==> config.mk <==
export PLATFORM = sky130hd
export DESIGN_NAME = brc_unit
export DESIGN_NICKNAME = d
export VERILOG_FILES = /design/src/rtl/brc_pkg.sv /design/src/rtl/brc_cmp4.sv /design/src/rtl/brc_unit.sv
export SDC_FILE = /design/constraint.sdc
export NUM_CORES = 1
export LEC_CHECK = 0
export BUFFER_PORTS_ARGS = -buffer_cell sky130_fd_sc_hd__clkbuf_2
export CORE_AREA = 2 2 63 65
export CTS_CLUSTER_DIAMETER = 30
export DETAILED_ROUTE_END_ITERATION = 10
export DIE_AREA = 0 0 65 67
export SLEW_MARGIN = 20
export SYNTH_ARGS = -nofsm -noshare
export SYNTH_HDL_FRONTEND = slang
export SYNTH_SLANG_ARGS = --single-unit
==> constraint.sdc <==
create_clock -name clk -period 3.8 [get_ports clk]
set_clock_uncertainty 0.15 [all_clocks]
set_input_delay 0.38 -clock clk [delete_from_list [all_inputs] [get_ports clk]]
set_output_delay 0.38 -clock clk [all_outputs]
set_load 0.01 [all_outputs]
==> src/rtl/brc_pkg.sv <==
// Shared constants and types for the RV32I branch comparator.
package brc_pkg;

    // Default operand width for the RV32I datapath.
    localparam int unsigned BRC_WIDTH = 32;

    // Values of br_un selecting the comparison mode.
    localparam logic BR_UNSIGNED = 1'b1;
    localparam logic BR_SIGNED   = 1'b0;

    // Operand type at the default width.
    typedef logic [BRC_WIDTH-1:0] brc_operand_t;

endpackage : brc_pkg

==> src/rtl/brc_cmp4.sv <==
// 4-bit unsigned slice comparator: leaf of the magnitude-compare tree.
module brc_cmp4 (
    input  logic [3:0] a,
    input  logic [3:0] b,
    output logic       lt,
    output logic       eq
);

    // Local 4-bit compare; narrow enough that no wide carry chain results.
    always_comb begin
        lt = (a < b);
        eq = (a == b);
    end

endmodule : brc_cmp4

==> src/rtl/brc_unit.sv <==
// Branch comparator: combinational less/equal flags plus registered copies.
// WIDTH must be a multiple of 4 and at least 8.
module brc_unit
    import brc_pkg::*;
#(
    parameter int unsigned WIDTH = BRC_WIDTH
) (
    input  logic             clk,
    input  logic             rst,
    input  logic [WIDTH-1:0] rs1_data,
    input  logic [WIDTH-1:0] rs2_data,
    input  logic             br_un,
    output logic             br_less,
    output logic             br_equal,
    output logic             br_less_q,
    output logic             br_equal_q
);

    localparam int unsigned NumSlices = WIDTH / 4;
    // Tree is padded up to a power of two; heap layout, node 0 is the root.
    localparam int unsigned NumLevels = (NumSlices > 1) ? $clog2(NumSlices) : 1;
    localparam int unsigned NumLeaves = 1 << NumLevels;
    localparam int unsigned NumNodes  = 2 * NumLeaves - 1;

    logic [NumSlices-1:0] slice_lt;
    logic [NumSlices-1:0] slice_eq;
    logic [NumNodes-1:0]  node_lt;
    logic [NumNodes-1:0]  node_eq;
    logic                 mag_lt;
    logic                 mag_eq;
    logic                 sign_diff;

    for (genvar s = 0; s < NumSlices; s++) begin : g_slice
        brc_cmp4 u_cmp4 (
            .a  (rs1_data[4*s +: 4]),
            .b  (rs2_data[4*s +: 4]),
            .lt (slice_lt[s]),
            .eq (slice_eq[s])
        );
    end

    // Reduce slice results MSB-first. Left child is the more significant half.
    // Padding leaves use (lt=0, eq=1), the identity of the combine operator.
    always_comb begin
        node_lt = '0;
        node_eq = '0;
        for (int j = 0; j < int'(NumLeaves); j++) begin
            if (j >= int'(NumLeaves - NumSlices)) begin
                node_lt[int'(NumLeaves) - 1 + j] = slice_lt[int'(NumLeaves) - 1 - j];
                node_eq[int'(NumLeaves) - 1 + j] = slice_eq[int'(NumLeaves) - 1 - j];
            end else begin
                node_lt[int'(NumLeaves) - 1 + j] = 1'b0;
                node_eq[int'(NumLeaves) - 1 + j] = 1'b1;
            end
        end
        for (int n = int'(NumLeaves) - 2; n >= 0; n--) begin
            node_lt[n] = node_lt[2*n+1] | (node_eq[2*n+1] & node_lt[2*n+2]);
            node_eq[n] = node_eq[2*n+1] & node_eq[2*n+2];
        end
        mag_lt = node_lt[0];
        mag_eq = node_eq[0];
    end

    // Signed fix-up: differing sign bits decide the result on their own.
    always_comb begin
        sign_diff = rs1_data[WIDTH-1] ^ rs2_data[WIDTH-1];
        if ((br_un == BR_SIGNED) && sign_diff) begin
            br_less = rs1_data[WIDTH-1];
        end else begin
            br_less = mag_lt;
        end
        br_equal = mag_eq;
    end

    // Registered flag copies for pipeline/debug consumers.
    always_ff @(posedge clk) begin
        if (rst) begin
            br_less_q  <= 1'b0;
            br_equal_q <= 1'b0;
        end else begin
            br_less_q  <= br_less;
            br_equal_q <= br_equal;
        end
    end

endmodule : brc_unit

==> key figures <==
Cells and area
  – Core Util, Final: 0.3723
  – Multi-input combinational cell area: 704.4 sq um
  – Commonest non-fill, non-tap cell in the layout: clkbuf_2
  – Most frequent cells in the layout: clkbuf_2 (70), inv_1 (39), ha_1 (32), a21oi_1 (10)
  – Finished Layout Cells: 246
  – Layout cells sized above 1: 0.3788
  – Nets: 299
  – Area Growth Syn to Fin: 50.70%
  – # diodes: 0
  – Register area: 40.04 sq um
  – Fillers: 397

Synthesis
  – Yosys Warn Count: 0
  – Syn Nets: 224
  – Avg Cell Area, Syn: 7.127 sq um
  – Syn Std Cell Area: 890.9 sq um
  – Dominant cells by area after synthesis: ha_1 (45%), inv_1 (16%), a21oi_1 (5.6%)
  – Synth unique cells: 23
  – Area leader, netlist: ha_1
  – Post-synth top area share: 0.4494
  – Syn Inst Count: 125
  – Synth Register Bits: 2
  – Register area share after synthesis: 0.04494

Pwr
  – Pwr dens: 164.7 nW/um^2
  – P_leak: 0.0008650 uW
  – Max IR drop VDD: 50.93 uV

Global route
  – Met2 Track Usage GR: 0.1894
  – GRT Residual Overflow: 0
  – First-pass GRT wire length: 3684 um
  – Tot GR Track Use: 0.1069
  – Met3 Use GR: 0.02027
  – Routing usage on met1: 0.1271
  – Pin count of the biggest net entering global routing: 4
  – Initial antenna violation count: 0
  – Busiest grt layer: met2
  – Vias in the first global route: 964

Setup path
  – Maximum fanout along the worst path: 3
  – CP delay by family, top: simple AND/OR/NAND/NOR gates
  – Largest stage delay, worst path: 370 ps
  – Worst path required time: 3270 ps
  – Cell Chain, Critical Path: clkbuf_2, inv_1, ha_1, and3_1, nand2_1, or3_4, nor3_2, a211oi_1, nor2_1, clkbuf_2
  – Setup CP Type: input pin to output port
  – Most repeated library cell on the critical path: clkbuf_2
  – Crit end category: output port
  – Critical Path AT: 1940 ps
  – Crit-path slowest cell: or3_4
  – Critical path startpoint category: input pin
  – Buf/Inv on CP: 3

CTS
  – Clk sinks: 2
  – # H-tree levels: 1
  – Clock slew at reported path FFs: 30 ps
  – Longest Clk Path Bufs: 2
  – Post-cts sizing count: 0
  – CTS tree: done
  – Hold buffer count at CTS: 0
  – Clk root buf: clkbuf_8
  – TritonCTS buffer count: 3
  – Post-CTS Setup Inserts: 0

Status
  – Status: finished, final reports clean

STA
  – Setup TNS: 0 ps
  – Rel. slew slack: 0.8069
  – Crit path time final: 2473 ps
  – Final hold violations: 0
  – Max-slew violations: 0
  – Worst setup margin: 1327 ps
  – Period utilisation layout: 0.6508
  – RSZ-0062 raised after global routing: no
  – Worst-Margin Slew: 288.0 ps
  – Max Clk Rate: 0.4044 GHz
  – Setup Viol. Count Final: 0

Place
  – I/O Buffers: 70
  – Final GP Congestion: 0.7069
  – DP HPWL: 2042 um
  – Worst slack, placed: 1318 ps
  – Inst Count DP: 243

Die
  – Die H: 67 um
  – Core area: 3606 sq um
  – # rows: 22
  – Die area: 4355 sq um
  – Die W: 65 um
  – Initial core utilization: 0.2471
  – Io pins: 71

Drt
  – Remaining antenna violation count: 0
  – Final WL: 2124 um
  – Via/cell ratio: 4.179
  – Starting DRT DRC Count: 25
  – Pre-antenna DRT Iters: 2
  – DRC Markers: 0
  – Routed WL per cell: 8.634 um
  – Detailed-route via count: 1028

Flow run
  – Max Cap Violations: 0

Min path
  – Hold Crit Class: input pin to flip-flop
==> cells by family after synthesis <==
logic type,after synthesis,synth area share
AO/OA/AOI/OAI,24,0.1629
adder cells (fa/ha/maj),32,0.4494
buffers and inverters,39,0.1643
flip-flops,2,0.04495
AND/OR/NAND/NOR,28,0.1784
==> power breakdown <==
part           internal, uW  switching, uW  total (uW)
sequential             22.4          0.264        22.6
clock                  67.1           18.1        85.2
combinational          61.2           52.0         113
total                   151           70.4         221
==> layout make-up <==
class / count / area share
Multi-Input combinational cell: 84 / 0.5247
Sequential cell: 2 / 0.02982
Inverter: 39 / 0.1090
Clock buffer: 3 / 0.03075
Tap cell: 48 / 0.04473
Timing Repair Buffer: 70 / 0.2610
==> worst paths after layout <==
path,startpoint,to,slack (ps),cells past startpoint
worst min-delay path,rst,br_less_q,200,2
worst max-delay path,rs2_data[31],br_less,1330,10
==> metrics by stage <==
stage | instance area (sq um) | total power [uW] | hold WS [ps]
3_5_place_dp | 1301 | 137.3 | 417.0
6_report | 1343 | 221.1 | 201.4
4_1_cts | 1343 | 227.1 | 197.8
2_1_floorplan | 890.9 | 86.60 | 309.3
3_3_place_gp | 1301 | 137.1 | 431.7
5_1_grt | 1343 | 250.6 | 203.6
==> per-layer routing <==
layer | share of wire | vias to the layer above
met1 | 0.43 | 420
li1 | - | 570
met3 | 0.083 | 3
met5 | 0 | -
met4 | 0.011 | 0
met2 | 0.48 | 35
==> synthesized netlist by cell type <==
library cell   n
inv_1         39
ha_1          32
a21oi_1       10
nand4_1        5
nor2_1         5
nor3_1         4
o21ai_0        4
nand2_1        3
nor2b_1        3
a211oi_1       2
and3_1         2
dfxtp_1        2
nand3_1        2
o211ai_1       2
o31ai_1        2
a22oi_1        1
and2b_1        1
nor3_2         1
o21a_1         1
o221ai_1       1
o22ai_1        1
or2b_1         1
or3_4          1
==> flip-flops by register name, summed over array words and instances (netlist names) <==
signal and flops:
br_equal_q 1, br_less_q 1
Note: power is estimated with default switching activity, not from simulation.
